File: config.mk
export PLATFORM = sky130hd
export DESIGN_NAME = pwm_meter
export DESIGN_NICKNAME = d
export VERILOG_FILES = /design/src/rtl/pwm_meter_pkg.sv /design/src/rtl/pwm_sync_edge.sv /design/src/rtl/pwm_meter.sv
export SDC_FILE = /design/constraint.sdc
export NUM_CORES = 1
export LEC_CHECK = 0
export ABC_AREA = 1
export BUFFER_PORTS_ARGS = -buffer_cell sky130_fd_sc_hd__buf_2
export CAP_MARGIN = 25
export CORE_ASPECT_RATIO = 0.8
export CORE_MARGIN = 2
export CORE_UTILIZATION = 53
export CTS_CLUSTER_DIAMETER = 40
export CTS_CLUSTER_SIZE = 25
export DETAILED_ROUTE_END_ITERATION = 8
export MAX_ROUTING_LAYER = met4
export PLACE_DENSITY = 0.86
export SLEW_MARGIN = 10
export SYNTH_ARGS = -nofsm -noshare
export SYNTH_HDL_FRONTEND = slang
export SYNTH_HIERARCHICAL = 1
export SYNTH_SLANG_ARGS = --single-unit
File: constraint.sdc
create_clock -name clock -period 1.9 [get_ports clock]
set_clock_uncertainty 0.1 [all_clocks]
set_input_delay 0.475 -clock clock [delete_from_list [all_inputs] [get_ports clock]]
set_output_delay 0.475 -clock clock [all_outputs]
set_load 0.005 [all_outputs]
File: src/rtl/pwm_meter_pkg.sv
// Shared definitions for the PWM generator/meter pair: FSM encoding and record layout.
// A record is packed MSB-first as {stuck, level, high, period}.
package pwm_meter_pkg;

  typedef enum logic [1:0] {
    ST_IDLE = 2'd0,
    ST_HIGH = 2'd1,
    ST_LOW  = 2'd2
  } meter_state_e;

  localparam int unsigned REC_FLAG_W = 2;

  function automatic int unsigned rec_width(input int unsigned cnt_w);
    return REC_FLAG_W + 2 * cnt_w;
  endfunction

endpackage

File: src/rtl/pwm_sync_edge.sv
// Brings the asynchronous PWM line into the clock domain and derives single-cycle
// rise/fall strobes from the synchronised level.
module pwm_sync_edge #(
  parameter int SYNC_STAGES = 2
) (
  input  logic clock,
  input  logic reset,
  input  logic pwm_i,
  output logic pwm_s_o,
  output logic rise_o,
  output logic fall_o
);

  logic [SYNC_STAGES-1:0] sync_q;
  logic                   pwm_d_q;

  // Synchroniser chain followed by the one-cycle delay used for edge detection.
  always_ff @(posedge clock or posedge reset) begin
    if (reset) begin
      sync_q  <= '0;
      pwm_d_q <= 1'b0;
    end else begin
      sync_q  <= {sync_q[SYNC_STAGES-2:0], pwm_i};
      pwm_d_q <= sync_q[SYNC_STAGES-1];
    end
  end

  assign pwm_s_o = sync_q[SYNC_STAGES-1];
  assign rise_o  = sync_q[SYNC_STAGES-1] & ~pwm_d_q;
  assign fall_o  = ~sync_q[SYNC_STAGES-1] & pwm_d_q;

endmodule

File: src/rtl/pwm_meter.sv
// Measures high time and period of a PWM line and hands each completed record
// to a valid/ready consumer; a line without edges for 2**CNT_W-1 cycles yields a stuck record.
module pwm_meter
  import pwm_meter_pkg::*;
#(
  parameter int CNT_W       = 8,
  parameter int SYNC_STAGES = 2
) (
  input  logic             clock,
  input  logic             reset,
  input  logic             pwm_in,
  output logic [CNT_W-1:0] meas_high,
  output logic [CNT_W-1:0] meas_period,
  output logic             meas_stuck,
  output logic             meas_level,
  output logic             meas_valid,
  input  logic             meas_ready,
  output logic             overrun
);

  localparam int REC_W = int'(rec_width(CNT_W));
  localparam logic [CNT_W-1:0] CNT_MAX = '1;
  localparam logic [CNT_W-1:0] CNT_ONE = {{(CNT_W-1){1'b0}}, 1'b1};

  logic pwm_s, rise, fall;

  pwm_sync_edge #(.SYNC_STAGES(SYNC_STAGES)) u_sync (
    .clock   (clock),
    .reset   (reset),
    .pwm_i   (pwm_in),
    .pwm_s_o (pwm_s),
    .rise_o  (rise),
    .fall_o  (fall)
  );

  meter_state_e     state_q, state_d;
  logic [CNT_W-1:0] hi_q, hi_d, per_q, per_d;
  logic             pub_q, pub_d;
  logic [REC_W-1:0] pub_rec_q, pub_rec_d;
  logic [REC_W-1:0] out_rec_q;
  logic             valid_q, overrun_q;

  // Measurement FSM: a rise closes the running period and immediately opens the next.
  always_comb begin
    state_d   = state_q;
    hi_d      = hi_q;
    per_d     = per_q;
    pub_d     = 1'b0;
    pub_rec_d = pub_rec_q;
    case (state_q)
      ST_IDLE: begin
        if (rise) begin
          state_d = ST_HIGH;
          hi_d    = CNT_ONE;
          per_d   = CNT_ONE;
        end else begin
          state_d = ST_IDLE;
        end
      end
      ST_HIGH, ST_LOW: begin
        if (rise) begin
          pub_d     = 1'b1;
          pub_rec_d = {1'b0, 1'b0, hi_q, per_q};
          state_d   = ST_HIGH;
          hi_d      = CNT_ONE;
          per_d     = CNT_ONE;
        end else if (per_q == CNT_MAX) begin
          pub_d     = 1'b1;
          pub_rec_d = {1'b1, pwm_s, (pwm_s ? CNT_MAX : hi_q), CNT_MAX};
          state_d   = ST_IDLE;
        end else begin
          per_d = per_q + CNT_ONE;
          if (state_q == ST_HIGH && !fall) begin
            hi_d    = (hi_q == CNT_MAX) ? hi_q : hi_q + CNT_ONE;
            state_d = ST_HIGH;
          end else begin
            state_d = ST_LOW;
          end
        end
      end
      default: state_d = ST_IDLE;
    endcase
  end

  // FSM state, counters and the one-cycle publish stage.
  always_ff @(posedge clock or posedge reset) begin
    if (reset) begin
      state_q   <= ST_IDLE;
      hi_q      <= '0;
      per_q     <= '0;
      pub_q     <= 1'b0;
      pub_rec_q <= '0;
    end else begin
      state_q   <= state_d;
      hi_q      <= hi_d;
      per_q     <= per_d;
      pub_q     <= pub_d;
      pub_rec_q <= pub_rec_d;
    end
  end

  // Output record with handshake; a record arriving while one is stalled is dropped.
  always_ff @(posedge clock or posedge reset) begin
    if (reset) begin
      out_rec_q <= '0;
      valid_q   <= 1'b0;
      overrun_q <= 1'b0;
    end else if (pub_q) begin
      if (valid_q && !meas_ready) begin
        overrun_q <= 1'b1;
      end else begin
        out_rec_q <= pub_rec_q;
        valid_q   <= 1'b1;
      end
    end else if (valid_q && meas_ready) begin
      valid_q <= 1'b0;
    end else begin
      valid_q <= valid_q;
    end
  end

  assign meas_stuck  = out_rec_q[REC_W-1];
  assign meas_level  = out_rec_q[REC_W-2];
  assign meas_high   = out_rec_q[2*CNT_W-1:CNT_W];
  assign meas_period = out_rec_q[CNT_W-1:0];
  assign meas_valid  = valid_q;
  assign overrun     = overrun_q;

endmodule

==> impl_metrics.env <==
export IMPL_ys_ff_latch=60
export IMPL_dr_first_iter_drc_count=144
export IMPL_rsz0062_at_grt="false"
export IMPL_synth_distinct_cells=30
export IMPL_max_cap_violations=0
export IMPL_die_area_um2=5859
export IMPL_wire_per_inst_um=13.33
export IMPL_synth_top_area_cell="dfrtp_1"
export IMPL_drt_total_wl_um=5627
export IMPL_grt_pass1_vias=2068
export IMPL_start_util_pct=55.35
export IMPL_yosysSeqAreaShare_pct=53.86
export IMPL_min_period_ns=1.753
export IMPL_hold_class="in2reg"
export IMPL_floorplan_rows=23
export IMPL_detail_route_vias_per_cell=5.232
export IMPL_grt_pass1_wl_um=9418
export IMPL_dp_final_hpwl_um=3853
export IMPL_finalSetupViolations=0
export IMPL_cts_max_level=3
export IMPL_status="complete, no violations"
export IMPL_timing_fmax_ghz=0.5706
export IMPL_slew_headroom_pct=80.13
export IMPL_clk_latency_ns=0.34
export IMPL_cts_tree="done"
export IMPL_antenna_left=0
export IMPL_fillCellCount=397
export IMPL_avgSynthCellArea_um2=8.711
export IMPL_drc_errors=0
export IMPL_ir_worst_vdd_v=0.0007415
export IMPL_nNetsFinal=365
export IMPL_netlist_area_leader_share_pct=53.86
export IMPL_drv_slew=0
export IMPL_fin_crit_sh_pct=92.25
export IMPL_ios=24
export IMPL_diodes=0
export IMPL_p_per_area_nw_per_um2=1308
export IMPL_total_power_w=0.004195
export IMPL_dr_pass1_iters=4
export IMPL_synthCells=320
export IMPL_grt_max_degree=33
export IMPL_startpoint_type="flip-flop"
export IMPL_dp_cells=404
export IMPL_synthesis_area_um2=2788
export IMPL_holdWs_ns=0.1412
export IMPL_synth_nets=329
export IMPL_endpoint_kind="flip-flop"
export IMPL_cts_buffer_depth=2
export IMPL_globalplace_congestion=0.9098
export IMPL_antenna_found_initial=0
export IMPL_coreArea_um2=5036
export IMPL_final_cell_mix="nand2_1 (78), dfrtp_1 (60), inv_1 (44), o21ai_0 (35), nor2_1 (25)"
export IMPL_final_cells=422
export IMPL_timing_worst_slew_pin_value_ns=0.2975
export IMPL_clkTransAtPathRegs_ns=0.06
export IMPL_cts_sinks=60
export IMPL_grt_overflow=0
export IMPL_hold_viol_final=0
export IMPL_cp_max_fo=7
export IMPL_area_growth_pct=15.08
export IMPL_die_h_um=68.87
export IMPL_cp_required_ns=2.06
export IMPL_cts_root_buf="clkbuf_8"
export IMPL_die_w_um=85.09
export IMPL_layout_drive_gt1_share_pct=19.17
export IMPL_vias=2208
export IMPL_setup_tns_ns=0
export IMPL_synth_area_leaders="dfrtp_1 (54%), nand2_1 (11%), o21ai_0 (6.3%)"
export IMPL_groute_usage_overall_pct=21.92
export IMPL_leakage_nw=1.655
export IMPL_worstSetupPathType="reg2reg"
export IMPL_ys_warn_count=6
export IMPL_arrival_ns=1.91
export IMPL_cts_made_buffers=9
export IMPL_layout_commonest_cell="nand2_1"
export IMPL_port_buffers=23
[per-layer routing]
metal / share of wire (%) / vias up / GRT usage, %
met5: 0 / - / -
met4: 2.2 / 0 / 12.70
met3: 7.2 / 17 / 5.833
met2: 46 / 86 / 33.40
met1: 45 / 1025 / 26.85
li1: - / 1080 / -
[what timing repair did]
item | CTS | global route
resized for setup | 0 | 2
hold buffers | 1 | 0
buffers inserted | 0 | 2
hold endpoints to repair | 6 | 0
setup endpoints to repair | 0 | 9
[worst max-delay path, stage by stage, from the launching register on]
cell	delay, ns
dfrtp_1	0.37
inv_1	0.06
ha_1	0.34
buf_4	0.19
nand2_1	0.11
inv_1	0.14
nor2_2	0.19
nand2_1	0.07
nor2_1	0.11
[state kept, by name, summed over array words and instances (netlist names)]
| signal | count |
|---|---|
| hi_q | 8 |
| meas_valid | 1 |
| out_rec_q | 18 |
| overrun | 1 |
| per_q | 8 |
| pub_q | 1 |
| pub_rec_q | 18 |
| state_q | 2 |
| u_sync/pwm_d_q | 1 |
| u_sync/sync_q | 2 |
[cells in the mapped netlist]
cell / instances
a21oi_1: 4
a22oi_1: 5
a22oi_2: 1
buf_4: 1
buf_6: 3
clkbuf_1: 3
clkinv_4: 1
dfrtp_1: 60
ha_1: 5
inv_1: 45
inv_2: 4
inv_4: 1
mux2_2: 1
nand2_1: 78
nand2_2: 4
nand2_4: 3
nand3_1: 16
nand3_4: 1
nand3b_1: 1
nand4_1: 2
nor2_1: 27
nor2_4: 3
nor3_1: 3
nor3b_1: 1
nor4_1: 1
o21ai_0: 35
o21ai_1: 5
o21ai_4: 1
o21bai_1: 2
xor2_1: 3
[path summary, 6_finish.rpt]
path | startpoint | to | slack (ns) | cells after the start
setup reg to reg | state_q[0] | per_q[5] | 0.15 | 8
hold reg to reg | u_sync/sync_q[0] | u_sync/sync_q[1] | 0.26 | 0
setup / recovery | state_q[0] | per_q[5] | 0.15 | 8
min in group asynchronous | reset | u_sync/sync_q[0] | 0.46 | 3
hold / removal | pwm_in | u_sync/sync_q[0] | 0.14 | 1
max in group asynchronous | reset | per_q[2] | 0.82 | 4
[logic make-up (layout without fill, tap and decap cells)]
kind of cell,count (synthesis),in the layout,synth area share (%)
simple gates,140,140,22.71
flops,60,60,53.86
buf+inv,58,98,9.022
compound gates,53,53,10.82
fa+ha+maj,5,5,2.244
xor+xnor,3,3,0.9427
mux,1,1,0.4039
[metrics by stage]
step / utilization, % / setup slack [ns] / area [um2]
finish: 63.70 / 0.1473 / 3208
global route: 63.70 / 0.005099 / 3208
CTS: 63.30 / 0.1040 / 3188
detailed placement: 59.60 / 0.1170 / 3002
global placement: 59.60 / 0.1786 / 3002
floorplan: - / 0.2518 / 2791
[power breakdown]
part	internal [W]	leakage, nW	switching (W)
Sequential	0.00168	0.774	0.000201
Clock	0.000532	0.0872	0.000496
Combinational	0.000490	0.794	0.000801
[layout make-up]
class	count	area [um2]	share of cell area, %
repair buffers	32	210.2	6.552
inverters	51	202.7	6.318
clock inverters	4	25.02	0.7800
well taps	62	77.57	2.418
clock buffers	11	151.4	4.719
multi-input cells	202	1040	32.41
flip-flops and latches	60	1501	46.80
Note: power is estimated with default switching activity, not from simulation.
